## src/rtl/wb_demux_regbank_if.sv

```systemverilog
// Write-back request channel: a destination-tagged result offered with valid/ready.
interface wb_demux_regbank_if #(
  parameter int unsigned DATA_W = 8
);
  logic              wr_valid;
  logic              wr_ready;
  logic [1:0]        wr_sel;
  logic [DATA_W-1:0] wr_data;

  modport master (output wr_valid, output wr_sel, output wr_data, input wr_ready);
  modport slave  (input wr_valid, input wr_sel, input wr_data, output wr_ready);
endinterface

```

## src/rtl/wb_demux_regbank.sv

```systemverilog
// Two-entry in-order write-back queue demuxing results into four operand registers.
// Register contents feed the operand mux; pending flags expose queued destinations.
module wb_demux_regbank #(
  parameter int unsigned DATA_W = 8,
  parameter int unsigned QDEPTH = 2
) (
  input  logic                clock,
  input  logic                reset_n,
  wb_demux_regbank_if.slave   wr,
  input  logic                stall,
  input  logic                flush,
  output logic [DATA_W-1:0]   data0x,
  output logic [DATA_W-1:0]   data1x,
  output logic [DATA_W-1:0]   data2x,
  output logic [DATA_W-1:0]   data3x,
  output logic [3:0]          pending,
  output logic [1:0]          q_count
);

  localparam int unsigned NREGS = 4;

  typedef enum logic [1:0] {
    EMPTY = 2'd0,
    ONE   = 2'd1,
    FULL  = 2'd2
  } state_t;

  typedef struct packed {
    logic [1:0]        sel;
    logic [DATA_W-1:0] data;
  } entry_t;

  state_t            state, state_nxt;
  entry_t            q0, q1;
  entry_t            in_entry;
  logic [DATA_W-1:0] regs [NREGS];
  logic              push, pop, do_push, do_write;

  assign in_entry    = '{sel: wr.wr_sel, data: wr.wr_data};
  assign q_count     = 2'(state);
  assign wr.wr_ready = (q_count != 2'(QDEPTH));

  // State register
  always_ff @(posedge clock or negedge reset_n) begin
    if (!reset_n) state <= EMPTY;
    else          state <= state_nxt;
  end

  // Next state and queue/register strobes; flush overrides both push and pop
  always_comb begin
    state_nxt = state;
    push      = wr.wr_valid & wr.wr_ready;
    pop       = (state != EMPTY) & ~stall;
    do_push   = push & ~flush;
    do_write  = pop & ~flush;
    if (flush) begin
      state_nxt = EMPTY;
    end else begin
      unique case (state)
        EMPTY:   if (push) state_nxt = ONE;
        ONE: begin
          if (push && !pop)      state_nxt = FULL;
          else if (pop && !push) state_nxt = EMPTY;
        end
        FULL:    if (pop) state_nxt = ONE;
        default: state_nxt = EMPTY;
      endcase
    end
  end

  // Queue storage and register write-back from the head entry
  always_ff @(posedge clock or negedge reset_n) begin
    if (!reset_n) begin
      q0 <= '0;
      q1 <= '0;
      for (int i = 0; i < NREGS; i++) regs[i] <= '0;
    end else begin
      if (do_write) regs[q0.sel] <= q0.data;
      if (do_push && do_write) begin
        q0 <= in_entry;
      end else if (do_push) begin
        if (state == EMPTY) q0 <= in_entry;
        else                q1 <= in_entry;
      end else if (do_write) begin
        q0 <= q1;
      end
    end
  end

  // Destinations of valid queue entries only; the incoming request is not included
  always_comb begin
    pending = '0;
    if (state != EMPTY) pending[q0.sel] = 1'b1;
    if (state == FULL)  pending[q1.sel] = 1'b1;
  end

  assign data0x = regs[0];
  assign data1x = regs[1];
  assign data2x = regs[2];
  assign data3x = regs[3];

endmodule

```

## src/flat_wrapper.sv

```systemverilog
// flat-port wrapper written by rule: the top's interface ports become plain ports
module wb_demux_regbank_flat 
#(
  parameter int unsigned DATA_W = 8,
  parameter int unsigned QDEPTH = 2
)
  (clock, reset_n, stall, flush, data0x, data1x, data2x, data3x, pending, q_count, wr_wr_valid, wr_wr_sel, wr_wr_data, wr_wr_ready);
  wb_demux_regbank_if #(.DATA_W(DATA_W)) wr_i ();
  input  logic clock;
  input  logic reset_n;
  input  logic stall;
  input  logic flush;
  output logic [DATA_W-1:0] data0x;
  output logic [DATA_W-1:0] data1x;
  output logic [DATA_W-1:0] data2x;
  output logic [DATA_W-1:0] data3x;
  output logic [3:0] pending;
  output logic [1:0] q_count;
  input wire logic [$bits(wr_i.wr_valid)-1:0] wr_wr_valid;
  input wire logic [$bits(wr_i.wr_sel)-1:0] wr_wr_sel;
  input wire logic [$bits(wr_i.wr_data)-1:0] wr_wr_data;
  output wire logic [$bits(wr_i.wr_ready)-1:0] wr_wr_ready;
  assign wr_i.wr_valid = wr_wr_valid;
  assign wr_i.wr_sel = wr_wr_sel;
  assign wr_i.wr_data = wr_wr_data;
  assign wr_wr_ready = wr_i.wr_ready;
  wb_demux_regbank #(.DATA_W(DATA_W), .QDEPTH(QDEPTH)) u_core (.clock(clock), .reset_n(reset_n), .wr(wr_i), .stall(stall), .flush(flush), .data0x(data0x), .data1x(data1x), .data2x(data2x), .data3x(data3x), .pending(pending), .q_count(q_count));
endmodule
```

## config.mk

```make
export PLATFORM = sky130hd
export DESIGN_NAME = wb_demux_regbank_flat
export DESIGN_NICKNAME = d
export VERILOG_FILES = /design/src/rtl/wb_demux_regbank_if.sv /design/src/rtl/wb_demux_regbank.sv /design/src/flat_wrapper.sv
export SDC_FILE = /design/constraint.sdc
export NUM_CORES = 1
export LEC_CHECK = 0
export BUFFER_PORTS_ARGS = -buffer_cell sky130_fd_sc_hd__buf_2
export CAP_MARGIN = 0
export CORE_MARGIN = 2
export CORE_UTILIZATION = 43
export DETAILED_ROUTE_END_ITERATION = 12
export PLACE_DENSITY = 0.75
export SLEW_MARGIN = 20
export SYNTH_ARGS = -nofsm -noshare
export SYNTH_HDL_FRONTEND = slang
export SYNTH_SLANG_ARGS = --single-unit
```

## constraint.sdc

```tcl
create_clock -name clock -period 2 [get_ports clock]
set_input_delay 0 -clock clock [delete_from_list [all_inputs] [get_ports clock]]
set_output_delay 0 -clock clock [all_outputs]
set_load 0.005 [all_outputs]
```

## Word level (Yosys, flattened, before mapping)

Index checks and enable logic that the tools add are counted.

- Register bits after elaboration: 54
- Input bits: 15
- Output and inout port bits: 39
- Logic and storage cells: 65

- Magnitude comparators: 6
- Equality and inequality tests: 7
- Muxes and demuxes: 19
- Bitwise logic cells: 10
- Reductions and logical operators: 14

Operators with widths:

| cell | count |
|---|---|
| 2-to-1 mux 10 bit | 4 |
| bitwise mux 32 bit | 1 |
| demux 8 bit (select 2 bit) | 1 |
| 2-to-1 mux 2 bit | 5 |
| 2-to-1 mux 4 bit | 2 |
| 2-to-1 mux 8 bit | 1 |
| logical AND 1 bit | 6 |
| < comparator 2 x 3 -> 1 bit (second input constant) | 2 |
| != test 3 x 2 -> 1 bit (second input constant) | 2 |
| one-hot mux 2 bit (3 select lines) | 1 |
| AND reduction 3 bit | 2 |
| bitwise AND 1 bit | 4 |
| demux 1 bit (select 2 bit) | 2 |
| greater-or-equal comparator 2 x 1 -> 1 bit (second input constant) | 2 |
| != test 4 x 2 -> 1 bit (second input constant) | 1 |
| inverter 1 bit | 4 |
| OR 4 bit | 1 |
| greater-or-equal comparator 3 bit (second input constant) | 1 |
| < comparator 3 x 1 -> 1 bit (second input constant) | 1 |
| != test 3 bit (second input constant) | 1 |
| inverter 2 -> 3 bit | 1 |
| nonzero test 3 bit | 1 |
| equality test 2 x 1 -> 1 bit (second input constant) | 1 |
| equality test 2 bit (second input constant) | 1 |
| 6 further kinds | 8 |

## Longest topological paths before layout

Gate-level depths: netlist of the first run.

- Word-level depth: 8
- Depth in mapped cells: 5
- Depth with buffers taken out: 4

## Worst setup path after synthesis of the first run

No wires, ideal clock.

- Path type: register -> register
- Start: register u_core.state[1], in the netlist u_core.q_count[1]
- End: register u_core.regs, in the netlist u_core.data3x[1]
- Library setup time: 0.125 ns
- Arrival time: 1.258 ns
- Data required time: 1.875 ns
- Setup slack: 0.617 ns
- Cell stages (with the launch flop): 5
- Path buffers: 1
- Period minus slack after synthesis: 1.383 ns
- Cells stage by stage: dfrtp_1 or2_1 buf_6 nand4_4 mux2_2

- Longest elaborated chain between the ends: 3

RTL lines:

| what | RTL line | RTL |
|---|---|---|
| start, declared | wb_demux_regbank.sv:33 | `state_t state, state_nxt;` |
| start signal, assigned | wb_demux_regbank.sv:46 | `else state <= state_nxt;` |
| nonzero test 2 bit | wb_demux_regbank.sv:53 | `pop = (state != EMPTY) & ~stall;` |
| bitwise AND 1 bit | wb_demux_regbank.sv:53 |  |
| bitwise AND 1 bit | wb_demux_regbank.sv:55 | `do_write = pop & ~flush;` |
| end signal, assigned by index | wb_demux_regbank.sv:78 | `if (do_write) regs[q0.sel] <= q0.data;` |
| end, declared | wb_demux_regbank.sv:36 | `logic [DATA_W-1:0] regs [NREGS];` |

No other way between the ends.
A chain may end at the register's enable or synchronous reset.

## Final worst setup path of the first run

- Start: register u_core.state[0], in the netlist u_core.q_count[0]
- End: register u_core.q0[5] (netlist name)

- Longest elaborated chain between the ends: 6
- Elaborated cells on any way between the ends: 13
- Those cells by class: eq/ne: 2; mux: 2; bitwise: 4; reduce/logical: 5

RTL lines:

| what | RTL line | RTL |
|---|---|---|
| != test 2 bit or nonzero test 2 bit (tied branches) | wb_demux_regbank.sv:41, wb_demux_regbank.sv:53 |  |
| bitwise AND 1 bit (on tied branches) | wb_demux_regbank.sv:52, wb_demux_regbank.sv:53 |  |
| bitwise AND 1 bit (on tied branches) | wb_demux_regbank.sv:54, wb_demux_regbank.sv:55 |  |
| logical AND 1 bit | wb_demux_regbank.sv:79 | `if (do_push && do_write) begin` |
| != test 3 bit (no source line) or nonzero test 3 bit (tied branches) | -- |  |
| AND reduction 2 bit (no source line) | -- |  |
| end signal, assigned | wb_demux_regbank.sv:80 | `q0 <= in_entry;` |
| end signal, assigned | wb_demux_regbank.sv:82 | `if (state == EMPTY) q0 <= in_entry;` |
| end signal, assigned | wb_demux_regbank.sv:85 | `q0 <= q1;` |
| end, declared | wb_demux_regbank.sv:34 | `entry_t q0, q1;` |

Several ways; a longest one is shown, not always the timed one.

==> impl_metrics.tcl, run 1 <==
set metrics [dict create \
    status "finished clean" \
    synthCells 183 \
    syn-num-nets 198 \
    yosysSeqAreaShare 0.565 \
    critPathTopFamily "simple AND/OR/NAND/NOR gates" \
    crit_chain "or3_1 -> and3_1 -> a31oi_1" \
    cp-end-kind "flip-flop" \
    routed.top_layer "met4" \
    clockRootBuffer "clkbuf_8" \
    setup_viol 0 \
    layout_setup_ws_ns 0.268 \
    grt_pass1_vias 1674 \
    wl_per_cell_um 14.6 \
    core_area_mm2 0.00544 \
    setup-tns-final_ns 0 \
    ctsResizeCount 0 \
    clk_pin_slew_ns 0.10 \
    synth_warnings 0 \
    synth_xor_area_frac 0 \
    p_int_uw 2310 \
    yosys.area_share.adder 0 \
    cpMaxStageDelayCell "or3_1" \
    synth-async-reset-ratio 1.00 \
    rows 27 \
    nets 264 \
    arrival_ns 1.96 \
    wl_met2_um 2330 \
    vias 1702 \
    seq_area_mm2 0.00135 \
    synth_top_family_by_area "multiplexers" \
    drt-total-wl_um 4700 \
    drv_cap 0 \
    grt_max_degree 39 \
    grt_pass1_wl_um 8220 \
    slew_violations 0 \
    die_area_mm2 0.00617 \
    ir_worst_vdd_mv 0.461 \
    crit_type "flip-flop to flip-flop" \
    tightest_slew_ns 0.810 \
    muxShareOfSynthArea 0.199 \
    worst_setup_path_start_kind "flip-flop" \
    critPathRequiredTime_ns 2.23 \
    cp.buffers_inverters 0 \
    route.met3.wl_um 208 \
    gr-total-overflow 0 \
    cts.sinks 54 \
    synth.ff_latch_count 54 \
    synthSimpleGateAreaFrac 0.112 \
    power_density_mw_per_mm2 1130 \
    yosysTopAreaCell "dfrtp_1" \
    combinationalPowerShare 0.279 \
    period_share 0.866 \
    dp.cells 302 \
    die_x_um 78.6 \
    fill_cells 477 \
    skew_ns 0.00803 \
    place.gp.congestion 0.761 \
    timing.fmax_ghz 0.577 \
    post_cts_buffers 0 \
    seqPwrFrac 0.529 \
    antennaDiodeCount 0 \
    layout-drive-gt1-share 0.456 \
    hold_path.class "input pin to flip-flop" \
    p_leak_uw 0.00141 \
    area_growth_pct 22.7 \
    wl_met1_um 2080 \
    first_iter_violations 52 \
    ys_types 33 \
    h-tree-depth 2 \
    netSwitchingFraction 0.301 \
    stdcell_count 322 \
    start_util 0.439 \
    finalCriticalPeriod_ns 1.73 \
    switching_power_uw 995 \
    synth-edff-count 0 \
    drcViolationCount 0 \
    clock_tree.buffer_depth 2 \
    cts_buffers 5 \
    cpPeakStageDelay_ns 0.58 \
    synth.area.top_cells "dfrtp_1, mux2_2, a31oi_1" \
    detail-route-antenna-nets 0 \
    yosys_most_used_dff "dfrtp_1" \
    grt_setup_unrepaired "false" \
    multi_input_area_um2 971 \
    dp_slack_ns 0.301 \
    synth.cell_area_mm2 0.00239 \
    dp_hpwl_um 3580 \
    firstDrtPassIters 4 \
    globalRouteTotalUtil 0.170 \
    clock_power_share 0.193 \
    cts_tree "done" \
    port_buffers 53 \
    synth.top_cell.area_share 0.565 \
    final-hold-violation-count 0 \
    via_per_inst 5.29 \
    synth_compound_area_frac 0.0953 \
    max_slew_margin 0.460 \
    syn_avg_cell_area_um2 13.1 \
    antenna_found_initial 0 \
    clkLatencyLatePin_ns 0.31 \
    cp_max_fo 14 \
    die_height_um 78.6 \
    ios 54 \
]
worst register-to-register path: cells and delay by family (launching register included):
family          cells  cell delay, ns
flops               1            0.53
compound gates      1            0.18
simple gates        2            0.94
logic make-up after synthesis:
logic type | count (synthesis)
buffers and inverters | 12
muxes | 42
AOI/OAI and AO/OA | 39
and+or+nand+nor | 36
DFF | 54
sequential cells by signal, indices dropped and copies added, names as in the netlist:
name,count
u_core.q0,10
u_core.q1,10
u_core.data0x,8
u_core.data1x,8
u_core.data2x,8
u_core.data3x,8
u_core.q_count,2
metrics by stage:
stage	util	total power (µW)	area, µm²	hold WS, ns
detailed placement	0.499	2700	2720	0.138
finish	0.539	3300	2930	0.0476
floorplan	-	2220	2390	-0.296
global placement	0.499	2640	2720	0.128
CTS	0.539	3350	2930	0.0377
global route	0.539	3540	2930	0.0367
layout make-up:
class                   instances  share of cell area
flip-flops and latches         54               0.461
multi-input cells             117               0.331
repair buffers                 69               0.142
well taps                      72              0.0307
clock buffers                   5              0.0235
clock inverters                 3             0.00981
inverters                       2             0.00256
power by group through the flow:
stage | clock network, µW | logic, µW | registers, µW
floorplan | 0 | 481 | 1740
global placement | 0 | 889 | 1750
detailed placement | 0 | 920 | 1780
CTS | 666 | 939 | 1750
global route | 707 | 1020 | 1810
finish | 637 | 921 | 1750
what timing repair did:
item,4_1_cts,5_1_grt
hold endpoints to repair,57,0
hold buffers,12,0
setup endpoints to repair,0,0
layer usage:
layer | vias to the layer above | GRT usage
li1 | 809 | -
met4 | 0 | 0.0667
met3 | 6 | 0.0379
met2 | 42 | 0.279
met5 | - | 0
met1 | 845 | 0.219
cell usage after synthesis (2+ instances only):
library cell / count
mux2_2: 41
nand3_4: 2
inv_1: 2
nand2b_1: 3
nand2_1: 2
dfrtp_1: 54
buf_2: 3
a31oi_1: 20
clkbuf_1: 3
o21ai_0: 12
a21oi_1: 4
nor2b_1: 2
nand3_1: 10
nor2_1: 4
buf_6: 2
and3_1: 2
layout by cell type, fill, tap and decap left out, drive strengths merged, types with 3 or more instances in the layout:
cell and n:
nor2 5, buf 57, clkbuf 5, dfrtp 54
nand3 12, mux2 42, a31oi 20, dlygate4sd3 12
o21ai 12, inv 4, a21oi 4, nand2b 3
worst paths after layout:
path / start / to / slack (ns) / cells after the start
worst max-delay path: u_core.q_count[0] / u_core.q0[5] / 0.27 / 3
worst min-delay path: stall / u_core.q_count[1] / 0.05 / 2
worst max register to register: u_core.q_count[0] / u_core.q0[5] / 0.27 / 3
worst min register to register: u_core.data2x[1] / u_core.data2x[1] / 0.51 / 1
max in group asynchronous: reset_n / u_core.data0x[7] / 1.02 / 3
min in group asynchronous: reset_n / u_core.q_count[1] / 0.31 / 2
No activity file was read; power rests on OpenSTA's default activity.
==> inputs of run 2 (changes only) <==
--- a/config.mk
+++ b/config.mk
@@ -8,3 +8,2 @@
 export BUFFER_PORTS_ARGS = -buffer_cell sky130_fd_sc_hd__buf_2
-export CAP_MARGIN = 0
 export CORE_MARGIN = 2
==> constraint.sdc (replaced) <==
create_clock -name clock -period 2 [get_ports clock]
set_input_delay 0.3 -clock clock [delete_from_list [all_inputs] [get_ports clock]]
set_output_delay 0.3 -clock clock [all_outputs]
set_load 0.005 [all_outputs]
==> impl_metrics.tcl, run 2 (synthesized netlist as in run 1, its figures left out) <==
set metrics [dict create \
    status "finished clean" \
    core_area_mm2 0.00544 \
    dp.cells 302 \
    skew_ns 0.00642 \
    layout-drive-gt1-share 0.481 \
    cp-end-kind "primary output" \
    drcViolationCount 0 \
    crit_type "flip-flop to primary output" \
    fill_cells 482 \
    netSwitchingFraction 0.285 \
    layout_setup_ws_ns 0.102 \
    dp_hpwl_um 3460 \
    cts_buffers 5 \
    nets 253 \
    gr-total-overflow 0 \
    power_density_mw_per_mm2 1180 \
    p_leak_uw 0.00137 \
    die_height_um 78.6 \
    stdcell_count 311 \
    place_area_mm2 0.00273 \
    final_area_mm2 0.00285 \
    detail-route-antenna-nets 0 \
    critPathRequiredTime_ns 1.70 \
    antennaDiodeCount 0 \
    drv_cap 0 \
    drt-total-wl_um 4620 \
    finalCriticalPeriod_ns 1.90 \
    die_x_um 78.6 \
    timing.fmax_ghz 0.527 \
    dp_slack_ns 0.315 \
    grt_pass1_wl_um 7980 \
    period_share 0.949 \
    area_growth_pct 19.4 \
    h-tree-depth 2 \
    tightest_slew_ns 0.591 \
    final_common_cell "dfrtp_1" \
    seqPwrFrac 0.517 \
    largestRegisters "u_core.q0 x10, u_core.q1 x10" \
    switching_power_uw 962 \
    wl_per_cell_um 14.9 \
    vias 1653 \
    die_area_mm2 0.00617 \
    firstDrtPassIters 5 \
    globalRouteTotalUtil 0.167 \
    start_util 0.439 \
    clockRootBuffer "clkbuf_8" \
    p_int_uw 2410 \
    grt_pass1_vias 1618 \
    clock_tree.buffer_depth 2 \
    rows 27 \
    final_cell_mix "dfrtp_1, buf_2, mux2_2, a31oi_1, o21ai_0" \
    holdWs_ns 0.232 \
    cts.sinks 54 \
    clk_pin_slew_ns 0.09 \
    first_iter_violations 84 \
    multi_input_area_um2 973 \
    slew_violations 0 \
    port_buffers 53 \
    cp_max_fo 14 \
    arrival_ns 1.60 \
    seq_area_mm2 0.00135 \
    place.gp.congestion 0.763 \
    cts_tree "done" \
    ios 54 \
    clkLatencyLatePin_ns 0.31 \
    setup_viol 0 \
    antenna_found_initial 0 \
    clock_power_share 0.214 \
    via_per_inst 5.32 \
    grt_max_degree 37 \
    ir_worst_vdd_mv 0.381 \
    hold_path.class "input pin to flip-flop" \
    max_slew_margin 0.605 \
    final-hold-violation-count 0 \
    combinationalPowerShare 0.269 \
    worst_setup_path_start_kind "flip-flop" \
]
run 2: cell types whose count changed in the layout (fill, tap and decap cells not counted), sizes merged:
cell	before	now
inv	4	2
dlygate4sd3	12	1
clkinvlp	0	2
bufinv	0	1
clkinv	1	0
run 2: critical path, stage by stage, from the launching register on:
cell and delay, ns:
dfrtp_1 0.52, or3b_2 0.50, a21oi_1 0.15, buf_2 0.12
run 2: final timing paths:
kind | from | endpoint | slack (ns) | depth (start not counted)
min in group asynchronous | reset_n | u_core.q1[8] | 0.47 | 2
setup reg to reg | u_core.q_count[0] | u_core.q0[4] | 0.29 | 3
hold reg to reg | u_core.data0x[4] | u_core.data0x[4] | 0.50 | 1
hold / removal | flush | u_core.q_count[0] | 0.23 | 2
max in group asynchronous | reset_n | u_core.data3x[4] | 1.00 | 3
setup / recovery | u_core.q_count[0] | pending[2] | 0.10 | 3
run 2: per-layer routing:
layer	routed length [µm]	GRT usage	vias to the layer above
met2	2240	0.269	43
met1	2070	0.218	813
met4	82	0.0632	0
met5	0	0	-
li1	-	-	791
met3	226	0.0414	6
run 2: area by class of cell:
type / count / share of cell area
Timing Repair Buffer: 58 / 0.111
Inverter: 2 / 0.00263
Multi-Input combinational cell: 117 / 0.341
Clock inverter: 3 / 0.0158
Clock buffer: 5 / 0.0241
Tap cell: 72 / 0.0316
Sequential cell: 54 / 0.473
run 2: power groups by stage:
stage | sequential [µW] | combinational (µW) | clock (µW)
5_1_grt | 1800 | 1020 | 790
3_5_place_dp | 1770 | 917 | 0
2_1_floorplan | 1740 | 481 | 0
3_3_place_gp | 1750 | 894 | 0
4_1_cts | 1750 | 922 | 745
6_report | 1740 | 906 | 722
run 2: metrics by stage:
| step | total power, µW | utilization | TNS [ns] |
|---|---|---|---|
| 2_1_floorplan | 2220 | - | 0 |
| 3_3_place_gp | 2650 | 0.501 | 0 |
| 3_5_place_dp | 2690 | 0.501 | 0 |
| 4_1_cts | 3410 | 0.524 | 0 |
| 5_1_grt | 3610 | 0.525 | -0.00854 |
| 6_report | 3370 | 0.525 | 0 |
run 2: what timing repair did:
| action | 4_1_cts | 5_1_grt |
|---|---|---|
| hold endpoints to repair | 18 | 0 |
| hold buffers | 1 | 0 |
| setup buffers | 0 | 0 |
| setup endpoints to repair | 0 | 1 |
| gates resized for setup | 0 | 1 |
